===== src/rtl/tube_pkg.sv =====
// tube_pkg: shared constants, event tag encoding and decoder state type for
// the tube-data path. One event is 32 words {time[7:0], tag[7:0]} in order
// 3A0..3A7, 3B0..3B7, 4A0..4A7, 4B0..4B7.
package tube_pkg;

    localparam logic [15:0] FILLER_WORD     = 16'h00FF;
    localparam logic [3:0]  CH3_TAG         = 4'b1100;
    localparam logic [3:0]  CH4_TAG         = 4'b0010;
    localparam int          WORDS_PER_EVENT = 32;

    typedef enum logic {
        IDLE  = 1'b0,
        EVENT = 1'b1
    } state_e;

    // Tag for word index k: chamber nibble, layer bit, then the wire index
    // bit-reversed (the Tube module wires its LSB to the tag MSB).
    function automatic logic [7:0] expected_tag(input logic [4:0] k);
        return {(k[4] ? CH4_TAG : CH3_TAG), k[3], k[0], k[1], k[2]};
    endfunction

endpackage


===== src/rtl/tag_decode.sv =====
// tag_decode: combinational tag decoder, inverse of expected_tag().
//   tag_i      8-bit tag from a FIFO word
//   valid_o    chamber nibble is one of the two known chambers
//   chamber_o  0 = chamber 3, 1 = chamber 4
//   layer_o    0 = A, 1 = B
//   wire_o     wire index 0..7 (un-reversed)
//   index_o    word position 0..31 within an event
module tag_decode
    import tube_pkg::*;
(
    input  logic [7:0] tag_i,
    output logic       valid_o,
    output logic       chamber_o,
    output logic       layer_o,
    output logic [2:0] wire_o,
    output logic [4:0] index_o
);

    assign valid_o   = (tag_i[7:4] == CH3_TAG) || (tag_i[7:4] == CH4_TAG);
    assign chamber_o = (tag_i[7:4] == CH4_TAG);
    assign layer_o   = tag_i[3];
    assign wire_o    = {tag_i[0], tag_i[1], tag_i[2]};
    assign index_o   = {chamber_o, layer_o, wire_o};

endmodule


===== src/rtl/event_decoder.sv =====
// event_decoder: read-side consumer of the tube-data FIFO. Pops words one at
// a time, checks each tag against the expected in-event sequence, and emits
// decoded hits on a valid/ready stream. Resyncs on bad framing and counts
// complete events and framing errors.
//   clk, clr_n           clock, asynchronous active-low reset
//   fifo_dout/empty/valid FIFO read side; fifo_rd_en pops one word
//   hit_*                registered hit payload, valid/ready handshake
//   event_count          complete events emitted (wraps)
//   err_flag/err_count   sticky error / saturating error count, err_clear
//                        clears both synchronously
module event_decoder
    import tube_pkg::*;
#(
    parameter int TIMEOUT = 1024,
    parameter int CNT_W   = 16
) (
    input  logic             clk,
    input  logic             clr_n,
    input  logic [15:0]      fifo_dout,
    input  logic             fifo_empty,
    input  logic             fifo_valid,
    output logic             fifo_rd_en,
    output logic             hit_valid,
    input  logic             hit_ready,
    output logic             hit_chamber,
    output logic             hit_layer,
    output logic [2:0]       hit_wire,
    output logic [7:0]       hit_time,
    output logic             hit_fired,
    output logic             hit_first,
    output logic             hit_last,
    output logic [CNT_W-1:0] event_count,
    output logic             err_flag,
    output logic [7:0]       err_count,
    input  logic             err_clear
);

    localparam int          TO_W     = $clog2(TIMEOUT + 1);
    localparam logic [4:0]  LAST_IDX = 5'(WORDS_PER_EVENT - 1);

    state_e            state_q, state_d;
    logic [4:0]        idx_q, idx_d;
    logic [TO_W-1:0]   idle_q, idle_d;
    logic              inflight_q;
    logic              run_q;

    logic              hit_valid_q, hit_chamber_q, hit_layer_q;
    logic [2:0]        hit_wire_q;
    logic [7:0]        hit_time_q;
    logic              hit_fired_q, hit_first_q, hit_last_q;
    logic [CNT_W-1:0]  event_count_q;
    logic              err_flag_q;
    logic [7:0]        err_count_q;

    logic              dec_valid, dec_chamber, dec_layer;
    logic [2:0]        dec_wire;
    logic [4:0]        dec_index;

    logic              stall, is_filler, match_idx, match_0;
    logic              load, first, last, err;

    tag_decode u_dec (
        .tag_i     (fifo_dout[7:0]),
        .valid_o   (dec_valid),
        .chamber_o (dec_chamber),
        .layer_o   (dec_layer),
        .wire_o    (dec_wire),
        .index_o   (dec_index)
    );

    assign stall     = hit_valid_q & ~hit_ready;
    // run_q keeps the pop request low during and just after reset so that
    // all outputs read 0 while clr_n is asserted.
    assign fifo_rd_en = run_q & ~fifo_empty & ~inflight_q & ~stall;

    assign is_filler = (fifo_dout == FILLER_WORD);
    assign match_idx = dec_valid & (dec_index == idx_q);
    assign match_0   = dec_valid & (dec_index == 5'd0);

    always_comb begin
        state_d = state_q;
        idx_d   = idx_q;
        idle_d  = idle_q;
        load    = 1'b0;
        first   = 1'b0;
        last    = 1'b0;
        err     = 1'b0;
        case (state_q)
            IDLE: begin
                idle_d = '0;
                if (fifo_valid) begin
                    if (match_0) begin
                        load    = 1'b1;
                        first   = 1'b1;
                        idx_d   = 5'd1;
                        state_d = EVENT;
                    end else if (!is_filler) begin
                        err = 1'b1;
                    end
                end
            end
            EVENT: begin
                if (fifo_valid) begin
                    idle_d = '0;
                    if (match_idx) begin
                        load = 1'b1;
                        if (idx_q == LAST_IDX) begin
                            last    = 1'b1;
                            idx_d   = 5'd0;
                            state_d = IDLE;
                        end else begin
                            idx_d = idx_q + 5'd1;
                        end
                    end else if (match_0) begin
                        // A fresh index-0 word mid-event: the old event lost
                        // its tail, so restart on this word.
                        err   = 1'b1;
                        load  = 1'b1;
                        first = 1'b1;
                        idx_d = 5'd1;
                    end else begin
                        err     = 1'b1;
                        idx_d   = 5'd0;
                        state_d = IDLE;
                    end
                end else if (!stall) begin
                    // Frozen while stalled so backpressure cannot abort.
                    if (idle_q == TO_W'(TIMEOUT - 1)) begin
                        err     = 1'b1;
                        idx_d   = 5'd0;
                        idle_d  = '0;
                        state_d = IDLE;
                    end else begin
                        idle_d = idle_q + 1'b1;
                    end
                end
            end
            default: state_d = IDLE;
        endcase
    end

    always_ff @(posedge clk or negedge clr_n) begin
        if (!clr_n) begin
            state_q       <= IDLE;
            idx_q         <= '0;
            idle_q        <= '0;
            inflight_q    <= 1'b0;
            run_q         <= 1'b0;
            hit_valid_q   <= 1'b0;
            hit_chamber_q <= 1'b0;
            hit_layer_q   <= 1'b0;
            hit_wire_q    <= '0;
            hit_time_q    <= '0;
            hit_fired_q   <= 1'b0;
            hit_first_q   <= 1'b0;
            hit_last_q    <= 1'b0;
            event_count_q <= '0;
            err_flag_q    <= 1'b0;
            err_count_q   <= '0;
        end else begin
            state_q <= state_d;
            idx_q   <= idx_d;
            idle_q  <= idle_d;
            run_q   <= 1'b1;

            if (fifo_rd_en)      inflight_q <= 1'b1;
            else if (fifo_valid) inflight_q <= 1'b0;

            if (load) begin
                hit_valid_q   <= 1'b1;
                hit_chamber_q <= dec_chamber;
                hit_layer_q   <= dec_layer;
                hit_wire_q    <= dec_wire;
                hit_time_q    <= fifo_dout[15:8];
                hit_fired_q   <= |fifo_dout[15:8];
                hit_first_q   <= first;
                hit_last_q    <= last;
            end else if (hit_ready) begin
                hit_valid_q <= 1'b0;
            end

            if (load && last) event_count_q <= event_count_q + 1'b1;

            if (err_clear) begin
                err_flag_q  <= 1'b0;
                err_count_q <= '0;
            end else if (err) begin
                err_flag_q <= 1'b1;
                if (err_count_q != 8'hFF) err_count_q <= err_count_q + 8'd1;
            end
        end
    end

    assign hit_valid   = hit_valid_q;
    assign hit_chamber = hit_chamber_q;
    assign hit_layer   = hit_layer_q;
    assign hit_wire    = hit_wire_q;
    assign hit_time    = hit_time_q;
    assign hit_fired   = hit_fired_q;
    assign hit_first   = hit_first_q;
    assign hit_last    = hit_last_q;
    assign event_count = event_count_q;
    assign err_flag    = err_flag_q;
    assign err_count   = err_count_q;

endmodule


===== config.mk =====
export PLATFORM = sky130hd
export DESIGN_NAME = event_decoder
export DESIGN_NICKNAME = d
export VERILOG_FILES = /design/src/rtl/tube_pkg.sv /design/src/rtl/tag_decode.sv /design/src/rtl/event_decoder.sv
export SDC_FILE = /design/constraint.sdc
export NUM_CORES = 1
export LEC_CHECK = 0
export ABC_AREA = 1
export BUFFER_PORTS_ARGS = -buffer_cell sky130_fd_sc_hd__buf_2
export CAP_MARGIN = 15
export CORE_ASPECT_RATIO = 0.6
export CORE_MARGIN = 2
export CORE_UTILIZATION = 40
export CTS_CLUSTER_SIZE = 25
export DETAILED_ROUTE_END_ITERATION = 8
export PLACE_DENSITY_LB_ADDON = 0.12
export REMOVE_ABC_BUFFERS = 1
export SLEW_MARGIN = 20
export SYNTH_ARGS = -nofsm -noshare
export SYNTH_HDL_FRONTEND = slang
export SYNTH_SLANG_ARGS = --single-unit

===== constraint.sdc =====
create_clock -name clk -period 3 [get_ports clk]
set_clock_uncertainty 0.1 [all_clocks]
set_input_delay 0.6 -clock clk [delete_from_list [all_inputs] [get_ports clk]]
set_output_delay 0.6 -clock clk [all_outputs]
set_load 0.01 [all_outputs]

==> results of run 1 <==
==> stage by stage <==
step	hold WS, ns	power, mW	area, sq um	worst slack [ns]
6_report	0.165	2.24	4120	0.754
5_1_grt	0.210	2.36	4120	0.631
4_1_cts	0.191	2.27	4120	0.744
3_5_place_dp	0.363	1.19	3800	0.703
3_3_place_gp	0.353	1.18	3800	0.765
2_1_floorplan	0.204	1.08	3330	0.997
==> Yosys cell counts (all sizes together) <==
cell | number | area (sq um)
nand2 | 96 | 373
dfrtp | 61 | 1530
inv | 60 | 225
nor2 | 40 | 175
o21ai | 38 | 280
nand3 | 29 | 160
xor2 | 19 | 166
nand4 | 15 | 109
nor3 | 14 | 80.1
xnor2 | 7 | 61.3
a21oi | 6 | 30.0
buf | 5 | 56.3
ha | 5 | 62.6
a31oi | 2 | 12.5
nor3b | 2 | 15.0
a21o | 1 | 7.51
and2 | 1 | 6.26
and3 | 1 | 6.26
clkbuf | 1 | 7.51
conb | 1 | 3.75
nand3b | 1 | 7.51
nor4 | 1 | 6.26
o211ai | 1 | 7.51
o21a | 1 | 7.51
==> kinds of logic after synthesis <==
logic type,after synthesis,synth area share
buffers and inverters,66,0.0852
other,1,0.00111
and+or+nand+nor,200,0.277
DFF,61,0.450
AOI/OAI and AO/OA,49,0.102
adders and majority gates,5,0.0184
xor gates and xnor gates,26,0.0671
==> final cells by class <==
| type | instances | area (sq um) |
|---|---|---|
| fill | 783 | 3920 |
| inverter | 60 | 225 |
| multi-input combinational | 281 | 1580 |
| tap | 108 | 135 |
| sequential | 61 | 1530 |
| timing repair buffer | 65 | 340 |
| clock buffer | 13 | 270 |
| clock inverter | 3 | 42.5 |
==> registers in the layout (all words and copies together) (netlist names), 3 cells and up <==
register     flops
event_count     16
idle_q          11
err_count        8
hit_time         8
idx_q            5
hit_wire         3
==> per-layer routing <==
| metal | share of wire | global-route usage | vias to the layer above |
|---|---|---|---|
| met1 | 0.54 | 0.279 | 1299 |
| met3 | 0.066 | 0.0599 | 4 |
| met4 | 0.0076 | 0.0587 | 0 |
| met2 | 0.38 | 0.233 | 74 |
| li1 | - | - | 1460 |
| met5 | 0 | 0 | - |
==> power breakdown <==
group	internal [mW]	switching, mW
sequential	0.873	0.0468
combinational	0.0952	0.158
clock	0.709	0.354
==> worst max-delay path: cells and delay by family, from the launching register on <==
kind | cells | cell delay, ns
and+or+nand+nor | 2 | 0.51
DFF | 1 | 0.38
buffers and inverters | 2 | 0.33
==> worst max-delay path by stage <==
stage | end | cells past startpoint
final | fifo_rd_en | 4
after global routing | fifo_rd_en | 4
after CTS | fifo_rd_en | 4
after detailed placement | hit_chamber | 13
after global placement | hit_chamber | 13
after floorplan | fifo_rd_en | 4
==> impl_table.tex, run 1 <==
\begin{tabular}{lr}
\hline
Metric & Value \\
\hline
\multicolumn{2}{l}{\textbf{Setup path}} \\
Element type at the critical path start & flop \\
WS Path Type & reg2out \\
Worst Reg-to-Reg Cells & 10 \\
Delay of the slowest critical-path stage & 0.38 ns \\
Critical register-to-register path endpoint & hit\_chamber \\
CP required & 2.30 ns \\
Critical path data arrival time & about 1.6 ns \\
Cell-by-cell trace of the critical path & nand2\_1, inv\_1, nor4\_1, buf\_2 \\
Worst R2R Setup Slack & 0.97 ns \\
Nature of the critical path endpoint & primary output \\
Critical R2R Launch & idx\_q[0] \\
Setup crit start & hit\_valid \\
Slowest cell on the critical path & sky130\_fd\_sc\_hd\_\_dfrtp\_1 \\
Critical-path maximum fanout & 6 \\
\multicolumn{2}{l}{\textbf{Drt}} \\
Via count & 2837 \\
Residual DRC count & 0 \\
Per-cell routed wire length & between 10 and 15 microns \\
Number of routed nets with antenna violations & 0 \\
Number of detailed-route iterations in the first pass & 5 \\
Number of DRC violations after detailed-routing iteration 0 & 176 \\
Routed via count divided by cell count & 4.80 \\
Total routed wirelength & approximately 7.5 mm \\
\multicolumn{2}{l}{\textbf{STA}} \\
Fin. max-slew vios & 0 \\
Worst slew slack as a fraction of its limit & 0.595 \\
Setup TNS Final & 0 ns \\
Fraction of the cycle the final worst path needs & 0.749 \\
Final Hold Viols & 0 \\
Setup repair after global routing missed its margin & no \\
Number of endpoints failing setup at the final stage & 0 \\
Post-layout min period & about 2.2 ns \\
Pin slew with the least headroom to its limit & 0.607 ns \\
Highest clock rate & about 450 MHz \\
\multicolumn{2}{l}{\textbf{Run}} \\
Max-cap violation count & 0 \\
\multicolumn{2}{l}{\textbf{Global routing}} \\
Antenna violations before repair & 0 \\
Global-route wire length before repair & about 13 mm \\
All-layer global routing usage & 0.181 \\
Vias in the first global route & 2585 \\
Maximum number of pins on one net before global-route repair & 62 \\
Aggregate global routing overflow & 0 \\
\multicolumn{2}{l}{\textbf{Floorplanning}} \\
Initial cell density of the core & 0.422 \\
Core Region & between 8000 and 9000 sq um \\
Total Die Area & 9260 sq um \\
Floorplan die height & 75.3 microns \\
FP Rows & 25 \\
Die Width & 123 microns \\
IO Pins & 65 \\
\multicolumn{2}{l}{\textbf{Power and ir drop}} \\
Power Dens Cells & 543 nW/um\^{}2 \\
Max IR drop VDD & 0.000248 V \\
Leakage dissipation & 2.09 nW \\
\multicolumn{2}{l}{\textbf{CTS}} \\
CTS resizes & 0 \\
Worst-skew pair later-pin latency & 0.33 ns \\
Cts bufs inserted & 9 \\
Post-CTS Setup Repair Bufs & 0 \\
Sink count of the clock tree & slightly above 60 \\
Clock Tree Root & sky130\_fd\_sc\_hd\_\_clkbuf\_16 \\
Cts-stage hold buffer count & 0 \\
H-tree levels & 3 \\
TritonCTS clock tree & yes \\
Clock tree buffer depth & 2 \\
Clock transition at the register clock pins on the worst setup and hold paths after CTS & 0.05 ns \\
\multicolumn{2}{l}{\textbf{Synth}} \\
Yosys cell types & 32 \\
Number of standard cells after synthesis & 408 \\
Sequential share of the synthesized area & 0.450 \\
Total number of yosys warnings & 0 \\
Yosys reg bits & between 60 and 70 \\
Synthesized area per cell & between 8 and 9 sq um \\
Netlist area before placement & 3390 sq um \\
\multicolumn{2}{l}{\textbf{Finish}} \\
Post-layout instance count excluding filler cells & just under 600 \\
Fraction of final layout cells sized beyond drive strength 1 & 0.259 \\
Commonest non-fill, non-tap cells in the layout & sky130\_fd\_sc\_hd\_\_nand2\_1 (91), sky130\_fd\_sc\_hd\_\_buf\_2 (64), sky130\_fd\_sc\_hd\_\_dfrtp\_1 (61) \\
Antenna fix cells & 0 \\
Net count of the finished layout & 505 \\
Area growth from synthesis to final layout & 21.3\% \\
Fin util & 0.512 \\
Most common cell after layout, fill and taps aside & sky130\_fd\_sc\_hd\_\_nand2\_1 \\
\multicolumn{2}{l}{\textbf{Placed design}} \\
Cell count after placement & approximately 580 \\
DPL Wire Length & 5.54 mm \\
RePlAce Congestion & 0.836 \\
Port Buffer Count & 64 \\
\multicolumn{2}{l}{\textbf{Min path}} \\
Tightest Hold Check Type & in2async \\
\multicolumn{2}{l}{\textbf{Outcome}} \\
Outcome & complete, no violations \\
\hline
\end{tabular}
(Power assumes the default switching activity.)
==> inputs of run 2 (changes only) <==
==> constraint.sdc (replaced) <==
create_clock -name clk -period 2.15 [get_ports clk]
set_clock_uncertainty 0.1 [all_clocks]
set_input_delay 0.43 -clock clk [delete_from_list [all_inputs] [get_ports clk]]
set_output_delay 0.43 -clock clk [all_outputs]
set_load 0.01 [all_outputs]
==> impl_table.tex, run 2 (synthesis gave the netlist of run 1 again) <==
\begin{tabular}{lr}
\hline
Metric & Value \\
\hline
\multicolumn{2}{l}{\textbf{Finish}} \\
Area growth from synthesis to final layout & 22.6\% \\
Most common cell after layout, fill and taps aside & sky130\_fd\_sc\_hd\_\_nand2\_1 \\
Antenna fix cells & 0 \\
Sequential cell area in the final layout & about 1500 sq um \\
Layout filler cell count & 764 \\
Multi-input gate area in the final layout & 1580 sq um \\
Net count of the finished layout & 513 \\
Commonest non-fill, non-tap cells in the layout & sky130\_fd\_sc\_hd\_\_nand2\_1 (91), sky130\_fd\_sc\_hd\_\_buf\_2 (64), sky130\_fd\_sc\_hd\_\_dfrtp\_1 (61) \\
Fraction of final layout cells sized beyond drive strength 1 & 0.266 \\
Max FFs per register & 16 \\
\multicolumn{2}{l}{\textbf{Setup path}} \\
Cell-by-cell trace of the critical path & nand2\_1, inv\_1, nor4\_1, buf\_2 \\
Element type at the critical path start & flop \\
Worst R2R Setup Slack & 0.23 ns \\
Critical path data arrival time & 1.44 ns \\
WS Path Type & reg2out \\
Delay of the slowest critical-path stage & between 0.3 and 0.4 ns \\
Worst Reg-to-Reg Cells & 10 \\
Nature of the critical path endpoint & primary output \\
Critical-path maximum fanout & 4 \\
Critical register-to-register path endpoint & hit\_layer \\
Critical R2R Launch & idx\_q[0] \\
Slowest cell on the critical path & sky130\_fd\_sc\_hd\_\_dfrtp\_1 \\
CP required & 1.62 ns \\
\multicolumn{2}{l}{\textbf{Floorplanning}} \\
Total Die Area & 9260 sq um \\
Initial cell density of the core & 0.422 \\
Floorplan die height & 75.3 microns \\
Core Region & 8040 sq um \\
FP Rows & 25 \\
IO Pins & 65 \\
Die Width & 123 microns \\
\multicolumn{2}{l}{\textbf{Drt}} \\
Number of DRC violations after detailed-routing iteration 0 & approximately 150 \\
Total routed wirelength & 7.65 mm \\
Per-cell routed wire length & 12.8 microns \\
Residual DRC count & 0 \\
Routed via count divided by cell count & roughly 4.8 \\
Via count & about 2.9k \\
Number of detailed-route iterations in the first pass & 5 \\
Number of routed nets with antenna violations & 0 \\
\multicolumn{2}{l}{\textbf{STA}} \\
Highest clock rate & 506 MHz \\
Worst slew slack as a fraction of its limit & 0.600 \\
Post-layout min period & 1.97 ns \\
Setup TNS Final & 0 ns \\
Fraction of the cycle the final worst path needs & 0.918 \\
Number of endpoints failing setup at the final stage & 0 \\
Final Hold Viols & 4 \\
Setup repair after global routing missed its margin & no \\
Fin. max-slew vios & 0 \\
Pin slew with the least headroom to its limit & 0.600 ns \\
Final hold slack & -0.0196 ns \\
\multicolumn{2}{l}{\textbf{Global routing}} \\
Vias in the first global route & approximately 2.6k \\
Aggregate global routing overflow & 0 \\
Global-route wire length before repair & $\sim$13 mm \\
Antenna violations before repair & 0 \\
Maximum number of pins on one net before global-route repair & 62 \\
All-layer global routing usage & 0.179 \\
\multicolumn{2}{l}{\textbf{CTS}} \\
Cts bufs inserted & 9 \\
Sink count of the clock tree & 61 \\
H-tree levels & 3 \\
Clock tree buffer depth & 2 \\
Clock transition at the register clock pins on the worst setup and hold paths after CTS & around 0.05 ns \\
Worst-skew pair later-pin latency & 0.32 ns \\
CTS resizes & 0 \\
Clock Tree Root & sky130\_fd\_sc\_hd\_\_clkbuf\_16 \\
TritonCTS clock tree & yes \\
\multicolumn{2}{l}{\textbf{Power and ir drop}} \\
Leakage dissipation & $\sim$2.1 nW \\
Total design power & 3.03 mW \\
Sequential power share & 0.425 \\
Design internal power & 2.27 mW \\
Switching power & 0.760 mW \\
Switching power share of the total & 0.251 \\
Part of the total power dissipated in combinational logic & 0.116 \\
Max IR drop VDD & about 0.00043 V \\
Power Dens Cells & 728 nW/um\^{}2 \\
Share of power burned in the clock network & 0.458 \\
\multicolumn{2}{l}{\textbf{Min path}} \\
Tightest Hold Check Type & in2async \\
\multicolumn{2}{l}{\textbf{Placed design}} \\
Port Buffer Count & 64 \\
DPL Wire Length & 5.66 mm \\
RePlAce Congestion & 0.886 \\
\multicolumn{2}{l}{\textbf{Outcome}} \\
Outcome & finished with violations \\
Violated checks & hold timing \\
\multicolumn{2}{l}{\textbf{Run}} \\
Max-cap violation count & 0 \\
\hline
\end{tabular}
==> run 2: cell types whose count changed in the layout (fill, tap and decap cells not counted) <==
cell / delta
sky130_fd_sc_hd__clkbuf_1: +1
sky130_fd_sc_hd__clkinvlp_4: -1
sky130_fd_sc_hd__buf_4: +7
sky130_fd_sc_hd__buf_12: +1
sky130_fd_sc_hd__clkbuf_8: -2
==> run 2: routing by layer <==
metal | global-route usage | routed length, microns | up-vias
met5 | 0 | 0 | -
met4 | 0.0460 | 52 | 0
met3 | 0.0554 | 487 | 6
met2 | 0.236 | 2840 | 73
met1 | 0.279 | 4260 | 1298
li1 | - | - | 1475
==> run 2: power by group through the flow <==
| stage | sequential [mW] | combinational (mW) | clock, mW |
|---|---|---|---|
| floorplan | 1.31 | 0.199 | 0 |
| global placement | 1.31 | 0.350 | 0 |
| detailed placement | 1.30 | 0.355 | 0 |
| CTS | 1.29 | 0.357 | 1.43 |
| global route | 1.29 | 0.404 | 1.49 |
| finish | 1.29 | 0.352 | 1.39 |
==> run 2: worst max path at each step <==
stage                       startpoint              end  slack, ns  cells after the start
after CTS                    hit_valid       fifo_rd_en       0.14                      4
after global routing         idle_q[0]     err_count[5]      0.008                     10
after floorplan               idx_q[0]  event_count[10]       0.41                      7
final                        hit_valid       fifo_rd_en       0.18                      4
after global placement    fifo_dout[4]      hit_chamber       0.18                     13
after detailed placement  fifo_dout[5]        hit_layer       0.09                     13
==> run 2: timing repair <==
item,in CTS,in global routing
hold buffers,0,0
buffers inserted,0,3
endpoints found under the setup margin,0,2
==> run 2: cell type report <==
| class | instances | area share |
|---|---|---|
| Clock inverter | 2 | 0.00842 |
| Clock buffer | 12 | 0.0593 |
| Timing Repair Buffer | 73 | 0.0993 |
| Inverter | 60 | 0.0542 |
| Tap cell | 108 | 0.0325 |
| Multi-Input combinational cell | 281 | 0.379 |
| Sequential cell | 61 | 0.367 |
==> run 2: through the flow <==
step	area (sq um)	cells	setup WS (ns)	utilization
detailed placement	3850	580	0.0856	0.480
CTS	4140	594	0.139	0.515
global route	4160	597	0.00753	0.517
global placement	3850	580	0.176	0.480
finish	4160	597	0.175	0.517
floorplan	3330	402	0.407	-
==> run 2: worst max-delay path: cells and delay by family (launching register included) <==
family / cells / cell delay [ns]
AND/OR/NAND/NOR: 2 / 0.44
flip-flops: 1 / 0.37
buffers and inverters: 2 / 0.30
==> inputs of run 3 (changes only) <==
--- a/config.mk
+++ b/config.mk
@@ -10,7 +10,7 @@
 export CAP_MARGIN = 15
 export CORE_ASPECT_RATIO = 0.6
 export CORE_MARGIN = 2
-export CORE_UTILIZATION = 40
+export CORE_UTILIZATION = 55
 export CTS_CLUSTER_SIZE = 25
 export DETAILED_ROUTE_END_ITERATION = 8
 export PLACE_DENSITY_LB_ADDON = 0.12
==> constraint.sdc (replaced) <==
create_clock -name clk -period 2.25 [get_ports clk]
set_clock_uncertainty 0.1 [all_clocks]
set_input_delay 0.45 -clock clk [delete_from_list [all_inputs] [get_ports clk]]
set_output_delay 0.45 -clock clk [all_outputs]
set_load 0.01 [all_outputs]
==> impl_table.tex, run 3 (synthesis gave the netlist of run 1 again) <==
\begin{tabular}{lr}
\hline
Metric & Value \\
\hline
\multicolumn{2}{l}{\textbf{Global routing}} \\
GR met2 Demand/Resource & 0.333 \\
Fraction of met1 tracks used by global routing & 0.353 \\
All-layer global routing usage & 0.236 \\
Met3 layer usage reported by global route & 0.0704 \\
Global-route wire length before repair & 12.6 mm \\
Vias in the first global route & $\sim$2.7k \\
Layer with the highest usage & met1 \\
Maximum number of pins on one net before global-route repair & between 60 and 70 \\
Antenna violations before repair & 0 \\
Aggregate global routing overflow & 0 \\
\multicolumn{2}{l}{\textbf{Drt}} \\
Number of routed nets with antenna violations & 0 \\
Via count & 2861 \\
Routed via count divided by cell count & 5.02 \\
Per-cell routed wire length & approximately 13 microns \\
Number of detailed-route iterations in the first pass & 5 \\
Number of DRC violations after detailed-routing iteration 0 & 178 \\
Residual DRC count & 0 \\
Total routed wirelength & 7.25 mm \\
\multicolumn{2}{l}{\textbf{CTS}} \\
Sink count of the clock tree & 61 \\
Clock tree buffer depth & 2 \\
Cts-stage hold buffer count & 0 \\
Clock Tree Root & sky130\_fd\_sc\_hd\_\_clkbuf\_8 \\
H-tree levels & 3 \\
CTS resizes & 0 \\
Clock transition at the register clock pins on the worst setup and hold paths after CTS & 0.07 ns \\
Post-CTS Setup Repair Bufs & 0 \\
Cts bufs inserted & 9 \\
TritonCTS clock tree & yes \\
Worst-skew pair later-pin latency & approximately 0.34 ns \\
\multicolumn{2}{l}{\textbf{Setup path}} \\
Top delay family on crit path & simple AND/OR/NAND/NOR gates \\
Element type at the critical path start & flop \\
Critical path data arrival time & 1.43 ns \\
Critical-path maximum fanout & 6 \\
Delay of the slowest critical-path stage & about 0.38 ns \\
WS Path Type & reg2out \\
Buf/Inv on CP & 2 \\
Slowest cell on the critical path & sky130\_fd\_sc\_hd\_\_dfrtp\_1 \\
Cell-by-cell trace of the critical path & nand2\_1, inv\_1, nor4\_2, buf\_2 \\
CP required & between 1.5 and 2 ns \\
Nature of the critical path endpoint & primary output \\
\multicolumn{2}{l}{\textbf{STA}} \\
Number of endpoints failing setup at the final stage & 0 \\
Setup TNS Final & 0 ns \\
Highest clock rate & slightly above 500 MHz \\
Final hold slack & -0.000609 ns \\
Pin slew with the least headroom to its limit & 0.591 ns \\
Post-layout min period & $\sim$2 ns \\
Worst slew slack as a fraction of its limit & 0.605 \\
Fin. max-slew vios & 0 \\
Final Hold Viols & 5 \\
Fraction of the cycle the final worst path needs & 0.881 \\
Setup repair after global routing missed its margin & no \\
\multicolumn{2}{l}{\textbf{Floorplanning}} \\
Core Region & 6030 sq um \\
Floorplan die height & $\sim$65 microns \\
IO Pins & 65 \\
FP Rows & 22 \\
Die Width & 105 microns \\
Initial cell density of the core & 0.563 \\
Total Die Area & slightly below 7000 sq um \\
\multicolumn{2}{l}{\textbf{Power and ir drop}} \\
Leakage dissipation & 2.05 nW \\
Max IR drop VDD & between 0.0004 and 0.0005 V \\
Power Dens Cells & 650 nW/um\^{}2 \\
\multicolumn{2}{l}{\textbf{Run}} \\
Max-cap violation count & 0 \\
\multicolumn{2}{l}{\textbf{Finish}} \\
Layout filler cell count & between 500 and 600 \\
Sequential cell area in the final layout & 1530 sq um \\
Net count of the finished layout & 508 \\
Summed area of non-filler cells in the final layout & $\sim$4000 sq um \\
Antenna fix cells & 0 \\
Most common cell after layout, fill and taps aside & sky130\_fd\_sc\_hd\_\_nand2\_1 \\
Multi-input gate area in the final layout & 1580 sq um \\
Area growth from synthesis to final layout & 18.2\% \\
Commonest non-fill, non-tap cells in the layout & sky130\_fd\_sc\_hd\_\_nand2\_1 (91), sky130\_fd\_sc\_hd\_\_buf\_2 (64), sky130\_fd\_sc\_hd\_\_dfrtp\_1 (61) \\
Fin util & 0.665 \\
Fraction of final layout cells sized beyond drive strength 1 & 0.261 \\
Max FFs per register & 16 \\
\multicolumn{2}{l}{\textbf{Outcome}} \\
Outcome & finished with violations \\
Violated checks & hold timing \\
\multicolumn{2}{l}{\textbf{Placed design}} \\
Port Buffer Count & 64 \\
RePlAce Congestion & a little over 0.9 \\
DPL Wire Length & 5.30 mm \\
Placement-stage cell area & 3800 sq um \\
\multicolumn{2}{l}{\textbf{Min path}} \\
Tightest Hold Check Type & in2async \\
\hline
\end{tabular}
run 3: where the power goes:
group	leakage [nW]	internal, mW	switching [mW]
registers	0.837	1.16	0.0634
logic	1.11	0.128	0.207
clock network	0.101	0.623	0.425
total	2.05	1.91	0.695
run 3: path summary, 6_finish.rpt:
check / depth (start not counted) / slack (ns) / from / to
worst min-delay path: 2 / -0.0006 / clr_n / idle_q[9]
worst max register to register: 10 / 0.29 / idx_q[0] / hit_wire[2]
worst min register to register: 2 / 0.38 / hit_time[4] / hit_time[4]
max in group asynchronous: 2 / 1.77 / clr_n / hit_valid
worst max-delay path: 4 / 0.27 / hit_valid / fifo_rd_en
min in group clk: 3 / 0.26 / fifo_dout[10] / hit_time[2]
run 3: per-layer routing:
| metal | up-vias | wire length, microns |
|---|---|---|
| met2 | 85 | 2880 |
| li1 | 1459 | - |
| met5 | - | 0 |
| met3 | 6 | 480 |
| met4 | 0 | 52 |
| met1 | 1311 | 3840 |
run 3: metrics by stage:
stage	cells	power, mW	setup WS (ns)
final	570	2.61	0.268
after global routing	570	2.75	0.0805
after CTS	570	2.63	0.150
after detailed placement	554	1.58	0.148
after global placement	554	1.57	0.263
after floorplan	402	1.44	0.497
run 3: cell type report:
type / count / area share
Clock inverter: 4 / 0.0181
Timing Repair Buffer: 68 / 0.0905
Tap cell: 84 / 0.0262
Inverter: 60 / 0.0561
Sequential cell: 61 / 0.381
Clock buffer: 12 / 0.0337
Multi-Input combinational cell: 281 / 0.395
run 3: worst register-to-register path, stage by stage (launching register included):
cell and delay, ns:
sky130_fd_sc_hd__dfrtp_1 0.44, sky130_fd_sc_hd__xnor2_1 0.18, sky130_fd_sc_hd__nand2_1 0.08, sky130_fd_sc_hd__nor2_2 0.16
sky130_fd_sc_hd__nand2_2 0.11, sky130_fd_sc_hd__nor2_4 0.16, sky130_fd_sc_hd__nand2_2 0.08, sky130_fd_sc_hd__nand2_2 0.07
sky130_fd_sc_hd__inv_2 0.22, sky130_fd_sc_hd__nand2_1 0.17, sky130_fd_sc_hd__o21ai_2 0.06
